## src/rtl/ixu_mc_queue_if.sv

```systemverilog
// Dispatch / wakeup / issue bundle of the IXU multi-cycle issue queue.
// The queue connects through the slave modport. Dispatch, the wakeup
// network and the multi-cycle pipe connect through the master modport.
interface ixu_mc_queue_if #(
    parameter int NWK = 3
);
    logic                 enq_valid_i;
    logic [17:0]          enq_data_i;     // {rs2, rs1, rob}
    logic                 enq_rs1_rdy_i;
    logic                 enq_rs2_rdy_i;
    logic                 enq_ready_o;
    logic [NWK-1:0]       wk_valid_i;
    logic [6*NWK-1:0]     wk_dest_i;      // port k at [6k+5:6k]
    logic [17:0]          data_o;         // {rs2, rs1, rob}
    logic                 valid_o;
    logic                 busy_i;

    modport slave (
        input  enq_valid_i, enq_data_i, enq_rs1_rdy_i, enq_rs2_rdy_i,
        input  wk_valid_i, wk_dest_i, busy_i,
        output enq_ready_o, data_o, valid_o
    );

    modport master (
        output enq_valid_i, enq_data_i, enq_rs1_rdy_i, enq_rs2_rdy_i,
        output wk_valid_i, wk_dest_i, busy_i,
        input  enq_ready_o, data_o, valid_o
    );
endinterface

```

## src/rtl/ixu_mc_queue.sv

```systemverilog
// Collapsing issue queue for the IXU multi-cycle pipe.
// Slot 0 holds the oldest entry. The lowest-index ready slot issues, and
// the slots above it shift down by one. Issue is held off for a cycle after
// any cycle in which the pipe reported busy.
// Optional feature: define IXU_MC_QUEUE_STALL_CNT_EN to build a 32-bit
// counter of cycles in which a ready entry was held back by the stall.
module ixu_mc_queue #(
    parameter int DEPTH = 8,
    parameter int NWK   = 3
) (
    input  logic              core_clock_i,
    input  logic              core_reset_ni,
    input  logic              core_flush_i,
    ixu_mc_queue_if.slave     q_if,
    output logic [31:0]       stall_cnt_o
);
    localparam int IDX_W = $clog2(DEPTH);
    localparam int CNT_W = IDX_W + 1;

    typedef struct packed {
        logic       valid;
        logic [5:0] rob;
        logic [5:0] rs1;
        logic [5:0] rs2;
        logic       r1rdy;
        logic       r2rdy;
    } slot_t;

    slot_t            slot_q [DEPTH];
    slot_t            slot_d [DEPTH];
    slot_t            woke   [DEPTH];
    slot_t            enq_slot;
    logic [CNT_W-1:0] count_q, count_d;
    logic [CNT_W-1:0] enq_pos;
    logic             stall_q, stall_d;
    logic [DEPTH-1:0] rdy;
    logic             any_rdy;
    logic [IDX_W-1:0] sel_idx;
    logic             issue;
    logic             enq;

    // Matches a source against every valid wakeup port. Register 0 is
    // never woken: it is already marked ready when the entry is enqueued.
    function automatic logic wk_hit(input logic [5:0]       src,
                                    input logic [NWK-1:0]   v,
                                    input logic [6*NWK-1:0] d);
        logic hit;
        hit = 1'b0;
        for (int k = 0; k < NWK; k++) begin
            if (v[k] && (d[6*k +: 6] == src) && (src != 6'd0)) hit = 1'b1;
        end
        return hit;
    endfunction

    // Resident entries with the current cycle's wakeups folded in
    always_comb begin
        for (int i = 0; i < DEPTH; i++) begin
            woke[i] = slot_q[i];
            woke[i].r1rdy = slot_q[i].r1rdy | wk_hit(slot_q[i].rs1, q_if.wk_valid_i, q_if.wk_dest_i);
            woke[i].r2rdy = slot_q[i].r2rdy | wk_hit(slot_q[i].rs2, q_if.wk_valid_i, q_if.wk_dest_i);
        end
    end

    // Oldest-first select: scan downward so the lowest ready index wins
    always_comb begin
        // NOTE: every output of a combinational block gets a default first; a path that leaves one unassigned infers a latch.
        any_rdy = 1'b0;
        sel_idx = '0;
        for (int i = DEPTH - 1; i >= 0; i--) begin
            rdy[i] = slot_q[i].valid & slot_q[i].r1rdy & slot_q[i].r2rdy;
            if (rdy[i]) begin
                any_rdy = 1'b1;
                sel_idx = IDX_W'(i);
            end
        end
    end

    // The issue strobe does not look at busy_i: the pipe's busy depends on valid_o.
    assign q_if.data_o      = any_rdy ? {slot_q[sel_idx].rs2, slot_q[sel_idx].rs1, slot_q[sel_idx].rob} : 18'd0;
    assign q_if.valid_o     = any_rdy & ~stall_q & ~core_flush_i;
    assign q_if.enq_ready_o = (count_q != CNT_W'(DEPTH));

    assign issue   = q_if.valid_o;
    assign enq     = q_if.enq_valid_i & q_if.enq_ready_o & ~core_flush_i;
    assign enq_pos = issue ? (count_q - CNT_W'(1)) : count_q;

    // Incoming entry; a same-cycle wakeup is bypassed into its ready bits
    always_comb begin
        enq_slot.valid = 1'b1;
        enq_slot.rob   = q_if.enq_data_i[5:0];
        enq_slot.rs1   = q_if.enq_data_i[11:6];
        enq_slot.rs2   = q_if.enq_data_i[17:12];
        enq_slot.r1rdy = q_if.enq_rs1_rdy_i | (enq_slot.rs1 == 6'd0)
                       | wk_hit(enq_slot.rs1, q_if.wk_valid_i, q_if.wk_dest_i);
        enq_slot.r2rdy = q_if.enq_rs2_rdy_i | (enq_slot.rs2 == 6'd0)
                       | wk_hit(enq_slot.rs2, q_if.wk_valid_i, q_if.wk_dest_i);
    end

    // Next slot contents: collapse over the issued slot, then write the new entry
    always_comb begin
        for (int i = 0; i < DEPTH - 1; i++) begin
            slot_d[i] = (issue && (i >= int'(sel_idx))) ? woke[i + 1] : woke[i];
        end
        slot_d[DEPTH-1] = (issue && (int'(sel_idx) <= DEPTH - 1)) ? slot_t'('0) : woke[DEPTH-1];
        for (int i = 0; i < DEPTH; i++) begin
            if (enq && (CNT_W'(i) == enq_pos)) slot_d[i] = enq_slot;
            if (core_flush_i)                  slot_d[i] = '0;
        end
    end

    // Occupancy and stall next-state; flush empties the queue and clears the stall
    always_comb begin
        count_d = count_q;
        if (enq && !issue)      count_d = count_q + CNT_W'(1);
        else if (!enq && issue) count_d = count_q - CNT_W'(1);
        if (core_flush_i)       count_d = '0;
        stall_d = core_flush_i ? 1'b0 : q_if.busy_i;
    end

    // Queue state registers
    always_ff @(posedge core_clock_i or negedge core_reset_ni) begin
        if (!core_reset_ni) begin
            // NOTE: the slots are flops, not a RAM, so they are all reset; the valid bits must start cleared.
            for (int i = 0; i < DEPTH; i++) slot_q[i] <= '0;
            count_q <= '0;
            stall_q <= 1'b0;
        end else begin
            // NOTE: sequential state always uses <=, so every register samples the pre-edge values.
            for (int i = 0; i < DEPTH; i++) slot_q[i] <= slot_d[i];
            count_q <= count_d;
            stall_q <= stall_d;
        end
    end

`ifdef IXU_MC_QUEUE_STALL_CNT_EN
    logic [31:0] stall_cnt_q, stall_cnt_d;

    assign stall_cnt_d = stall_cnt_q + 32'd1;

    // Count cycles in which a ready entry is held back by the stall; only reset clears the count
    always_ff @(posedge core_clock_i or negedge core_reset_ni) begin
        if (!core_reset_ni) begin
            stall_cnt_q <= '0;
        end else if (any_rdy && stall_q && !core_flush_i) begin
            stall_cnt_q <= stall_cnt_d;
        end
    end

    assign stall_cnt_o = stall_cnt_q;
`else
    assign stall_cnt_o = 32'd0;
`endif

endmodule

```

## src/flat_wrapper.sv

```systemverilog
// flat-port wrapper written by rule: the top's interface ports become plain ports
module ixu_mc_queue_flat 
#(
    parameter int DEPTH = 8,
    parameter int NWK   = 3
)
  (core_clock_i, core_reset_ni, core_flush_i, stall_cnt_o, q_if_enq_valid_i, q_if_enq_data_i, q_if_enq_rs1_rdy_i, q_if_enq_rs2_rdy_i, q_if_wk_valid_i, q_if_wk_dest_i, q_if_busy_i, q_if_enq_ready_o, q_if_data_o, q_if_valid_o);
  ixu_mc_queue_if #(.NWK(NWK)) q_if_i ();
  input  logic core_clock_i;
  input  logic core_reset_ni;
  input  logic core_flush_i;
  output logic [31:0] stall_cnt_o;
  input wire logic [$bits(q_if_i.enq_valid_i)-1:0] q_if_enq_valid_i;
  input wire logic [$bits(q_if_i.enq_data_i)-1:0] q_if_enq_data_i;
  input wire logic [$bits(q_if_i.enq_rs1_rdy_i)-1:0] q_if_enq_rs1_rdy_i;
  input wire logic [$bits(q_if_i.enq_rs2_rdy_i)-1:0] q_if_enq_rs2_rdy_i;
  input wire logic [$bits(q_if_i.wk_valid_i)-1:0] q_if_wk_valid_i;
  input wire logic [$bits(q_if_i.wk_dest_i)-1:0] q_if_wk_dest_i;
  input wire logic [$bits(q_if_i.busy_i)-1:0] q_if_busy_i;
  output wire logic [$bits(q_if_i.enq_ready_o)-1:0] q_if_enq_ready_o;
  output wire logic [$bits(q_if_i.data_o)-1:0] q_if_data_o;
  output wire logic [$bits(q_if_i.valid_o)-1:0] q_if_valid_o;
  assign q_if_i.enq_valid_i = q_if_enq_valid_i;
  assign q_if_i.enq_data_i = q_if_enq_data_i;
  assign q_if_i.enq_rs1_rdy_i = q_if_enq_rs1_rdy_i;
  assign q_if_i.enq_rs2_rdy_i = q_if_enq_rs2_rdy_i;
  assign q_if_i.wk_valid_i = q_if_wk_valid_i;
  assign q_if_i.wk_dest_i = q_if_wk_dest_i;
  assign q_if_i.busy_i = q_if_busy_i;
  assign q_if_enq_ready_o = q_if_i.enq_ready_o;
  assign q_if_data_o = q_if_i.data_o;
  assign q_if_valid_o = q_if_i.valid_o;
  ixu_mc_queue #(.DEPTH(DEPTH), .NWK(NWK)) u_core (.core_clock_i(core_clock_i), .core_reset_ni(core_reset_ni), .core_flush_i(core_flush_i), .q_if(q_if_i), .stall_cnt_o(stall_cnt_o));
endmodule
```

## config.mk

```make
export PLATFORM = sky130hd
export DESIGN_NAME = ixu_mc_queue_flat
export DESIGN_NICKNAME = d
export VERILOG_FILES = /design/src/rtl/ixu_mc_queue_if.sv /design/src/rtl/ixu_mc_queue.sv /design/src/flat_wrapper.sv
export SDC_FILE = /design/constraint.sdc
export NUM_CORES = 1
export LEC_CHECK = 0
export BUFFER_PORTS_ARGS = -buffer_cell sky130_fd_sc_hd__buf_4
export CAP_MARGIN = 30
export CORE_ASPECT_RATIO = 1.75
export CORE_MARGIN = 10
export CORE_UTILIZATION = 60
export CTS_CLUSTER_DIAMETER = 60
export DETAILED_ROUTE_END_ITERATION = 10
export PLACE_DENSITY = 0.79
export SYNTH_ARGS = -nofsm -noshare
export SYNTH_HDL_FRONTEND = slang
export SYNTH_SLANG_ARGS = --single-unit
```

## constraint.sdc

```tcl
create_clock -name core_clock_i -period 2.52 [get_ports core_clock_i]
set_input_delay 0.252 -clock core_clock_i [delete_from_list [all_inputs] [get_ports core_clock_i]]
set_output_delay 0.252 -clock core_clock_i [all_outputs]
set_load 0.05 [all_outputs]
```

==> results.md <==
* Sw power at 2.49 mW
* Core box area at 24,000 um2
* DIE AREA at ~31,000 um2
* Status: complete, but fails checks
* Share of layout cells above drive strength 1 at a little over a quarter
* DRT Pass-1 Iters at 6
* CTS Buf Count at 17
* Worst-Skew Late Latency at 0.46 ns
* RSZ-0062 raised after global routing: true
* Seq pwr share at a little over two fifths
* Global Route Usage Sum at between 30 and 40%
* DP Area at about 16,000 um2
* Crit-path slowest cell: dfrtp_1
* Internal at ~4.9 mW
* Post-synth top area share at ~30%
* P&R area growth vs syn at 24.6%
* Synth unique cells at 56
* CP top delay family: compound AO/OA/AOI/OAI gates
* Tot Pwr at roughly 7.4 mW
* Worst hold stages at 2
* CP Depth at 10
* Syn Std Cell Area at around 15,000 um2
* Clock sink total at roughly 170
* Final worst slack at -0.486 ns
* Share of flip-flops with an asynchronous set or reset at between 90% and 100%
* DIE HEIGHT at approximately 230 um
* R2R cell count at 13
* Crit path max fanout at 7
* Register area share after synthesis at 29.6%
* Final min period at 3.01 ns
* Pwr Density at slightly above 400 nW/um2
* Final ANT Viol Nets at 0
* Register area at around 4300 um2
* Pin count of the biggest net entering global routing at 120
* Critical path buffer and inverter count at 3
* Layout fillers at roughly 1,600
* Crit path DAT at roughly 2.8 ns
* Final period utilization at 119%
* First DRT Iteration DRCs at approximately 2,300
* Synth top area cells: dfrtp_1, xor2_1, xnor2_1
* Logic pwr share at a little under a quarter
* VDD IR max at approximately 0.46 mV
* DRC at 0
* Biggest cell delay along the critical path at 0.47 ns
* Area of the multi-input gates at approximately 10,000 um2
* HPWL after detailed placement at ~37,000 um
* EDFF count, synth at 0
* Hold Fails Final Rpt at 0
* Top Usage Layer GRT: met2
* DR vias at ~16,000
* CTS tree: yes
* R2r setup slk at -0.12 ns
* Port-buffer cells at 65
* Total length of routed wires at 61,700 um
* Max cap viols at 0
* CTS clk-pin slew, worst paths at about 0.08 ns
* CTS Root Cell: clkbuf_16
* Ys flop type: dfrtp_1
* Clock share of power at a little over a third
* Max transition margin at 49.6%
* Syn Inst Count at approximately 1,900
* Grt met3 use at slightly below 7%
* Worst-Margin Slew at ~0.75 ns
* Fin nets at about 1,900
* H-tree Lvls at 4
* # IOs at 98
* Critical path capture point type: primary output
* DR WL/cell at around 28 um
* Number of vias per cell at between 7 and 8
* CP Class: flop to primary output
* Placed Instances at 2,103
* Switch share at between 30% and 40%
* Fin cells at about 2,200
* Met1 Use GR at between 40% and 50%
* Failing checks: negative setup slack
* Flops & latches, synth at roughly 170
* Worst hold path class: input pin to flop
* Final Instance Area at ~18,000 um2
* Setup Skew at approximately 0.016 ns
* Setup violators final at 110
* Maximum clock rate at 333 MHz
* Crit start category: flop
* Leading area contributor after synthesis: dfrtp_1
* Mean Syn Cell Area at 7.81 um2
* Final Slew Violations at 0
* First-pass GRT wire length at approximately 85,000 um
* Grt met2 use at ~58%
* Number of global-route vias before repair at approximately 15,000
* Row count at 75
* Pleak at roughly 7.9 nW
* Crit path required time at around 2.3 ns
* Synth warn at 0
* Chip width at between 100 and 150 um
* Initial core utilization at 60.8%
* CTS max path bufs at 2
* Placer Congestion at roughly 0.99
* Gr ovfl total at 0
* Initial antenna violation count at 0
* CP cell instances: nand3_2 -> o211ai_1 -> o211ai_1 -> a21bo_4 -> buf_6 -> buf_12 -> nor4_4 -> a21oi_2 -> nor2_2 -> buf_6
## area by class of cell
cell class / instances / area share, %
inverter: 5 / 0.103
antenna: 1 / 0.0138
timing repair buffer: 258 / 15.3
clock buffer: 19 / 2.49
clock inverter: 12 / 0.619
multi-input combinational: 1432 / 55.6
sequential: 173 / 23.8
tap: 308 / 2.12
## sequential cells by signal (all words and copies together) (netlist names)
| signal | flops |
|---|---|
| u_core.slot_q | 168 |
| u_core.stall_q | 1 |
| u_core.count_q | 4 |
## worst paths after layout
check / from / endpoint
setup / recovery: u_core.slot_q[0] / q_if_data_o[2]
hold / removal: q_if_busy_i / u_core.stall_q
setup reg to reg: u_core.slot_q[85] / u_core.slot_q[81]
hold reg to reg: u_core.slot_q[20] / u_core.slot_q[20]
max in group asynchronous: core_reset_ni / u_core.slot_q[114]
min in group asynchronous: core_reset_ni / u_core.slot_q[47]
## per-stage QoR
| step | setup TNS, ns | utilization (%) | setup slack [ns] | hold WS, ns |
|---|---|---|---|---|
| final | -9.84 | 75.7 | -0.486 | 0.0179 |
| after global routing | -15.84 | 75.7 | -0.578 | 0.00561 |
| after floorplan | -0.243 | - | -0.0287 | -0.0436 |
| after detailed placement | -0.0884 | 64.6 | -0.0344 | 0.259 |
| after CTS | -3.44 | 70.9 | -0.299 | 0.0173 |
| after global placement | 0 | 64.6 | 0.00595 | 0.254 |
## power groups by stage
| stage | registers [mW] | logic, mW | clock network [mW] |
|---|---|---|---|
| detailed placement | 3.12 | 1.50 | 0 |
| CTS | 3.07 | 1.54 | 2.63 |
| floorplan | 2.97 | 1.21 | 0 |
| finish | 3.09 | 1.68 | 2.64 |
| global route | 3.09 | 1.78 | 2.77 |
| global placement | 3.11 | 1.46 | 0 |
## cell usage in the layout, fill, tap and decap left out, types with 10 or more instances in the layout
master	synthesis	final
a21oi_1	243	217
dfrtp_1	173	173
xor2_1	167	167
xnor2_1	160	160
buf_4	40	159
nor2_1	241	147
nor3b_1	101	101
nor2_2	0	87
nand2_1	78	73
nor4_1	88	70
nand4_1	51	51
buf_6	2	47
conb_1	1	32
buf_12	0	28
clkbuf_16	0	26
a21oi_2	0	25
mux2i_1	25	24
o22ai_1	34	20
nor3_1	29	19
o21ai_1	23	17
a211oi_2	9	16
nand3b_1	14	14
or4_1	14	14
a31oi_1	13	13
nor4_4	0	12
nand2b_1	13	11
o22ai_2	0	10
## layer usage
metal  wire length, um  part of all wire [%]
met5                 0                     0
met4              6480                    11
met3              6360                    10
met2             28400                    46
met1             20400                    33
## Yosys cell counts, types with 2 or more instances
cell       instances
a21oi_1          243
or3_1              2
a31oi_4            2
o221ai_1           3
a41o_1             3
buf_2             55
nor2b_1            4
buf_1             27
o31ai_1            3
nor3_1            29
o21ai_0            9
a31oi_1           13
nand2b_1          13
and2_1             2
nor3b_1          101
clkbuf_1         161
a2111oi_4          2
xor2_1           167
nand3b_1          14
ha_1               2
nor4_1            88
xnor2_1          160
mux2i_1           25
a211oi_1          11
buf_4             40
o211ai_1           6
dfrtp_1          173
or2_1              3
o21ai_1           23
o311ai_1           2
inv_1              5
clkbuf_2           6
a211oi_2           9
and3_1             5
nor2_1           241
nand4_1           51
nand3_1           13
o211ai_2           6
nand2_1           78
o41ai_1            5
buf_6              2
or4_1             14
o22a_1             2
o22ai_1           34
## cell families after synthesis
logic type                 Yosys count  share of synthesized area [%]
xor gates and xnor gates           327                           19.6
adders and majority gates            2                          0.171
other                                1                         0.0257
AOI/OAI and AO/OA                  383                           15.8
buffers and inverters              296                           9.26
muxes                               26                           1.79
and+or+nand+nor                    661                           23.7
DFF                                173                           29.6
## repair_timing
action                                  CTS  global route
pin swaps                                31            41
setup buffers                            37            20
endpoints found under the setup margin   36           148
hold buffers                              1             0
resized for setup                       117           177
endpoints found under the hold margin    55             0
cloned                                    5            12
No activity file was read; power rests on OpenSTA's default activity.
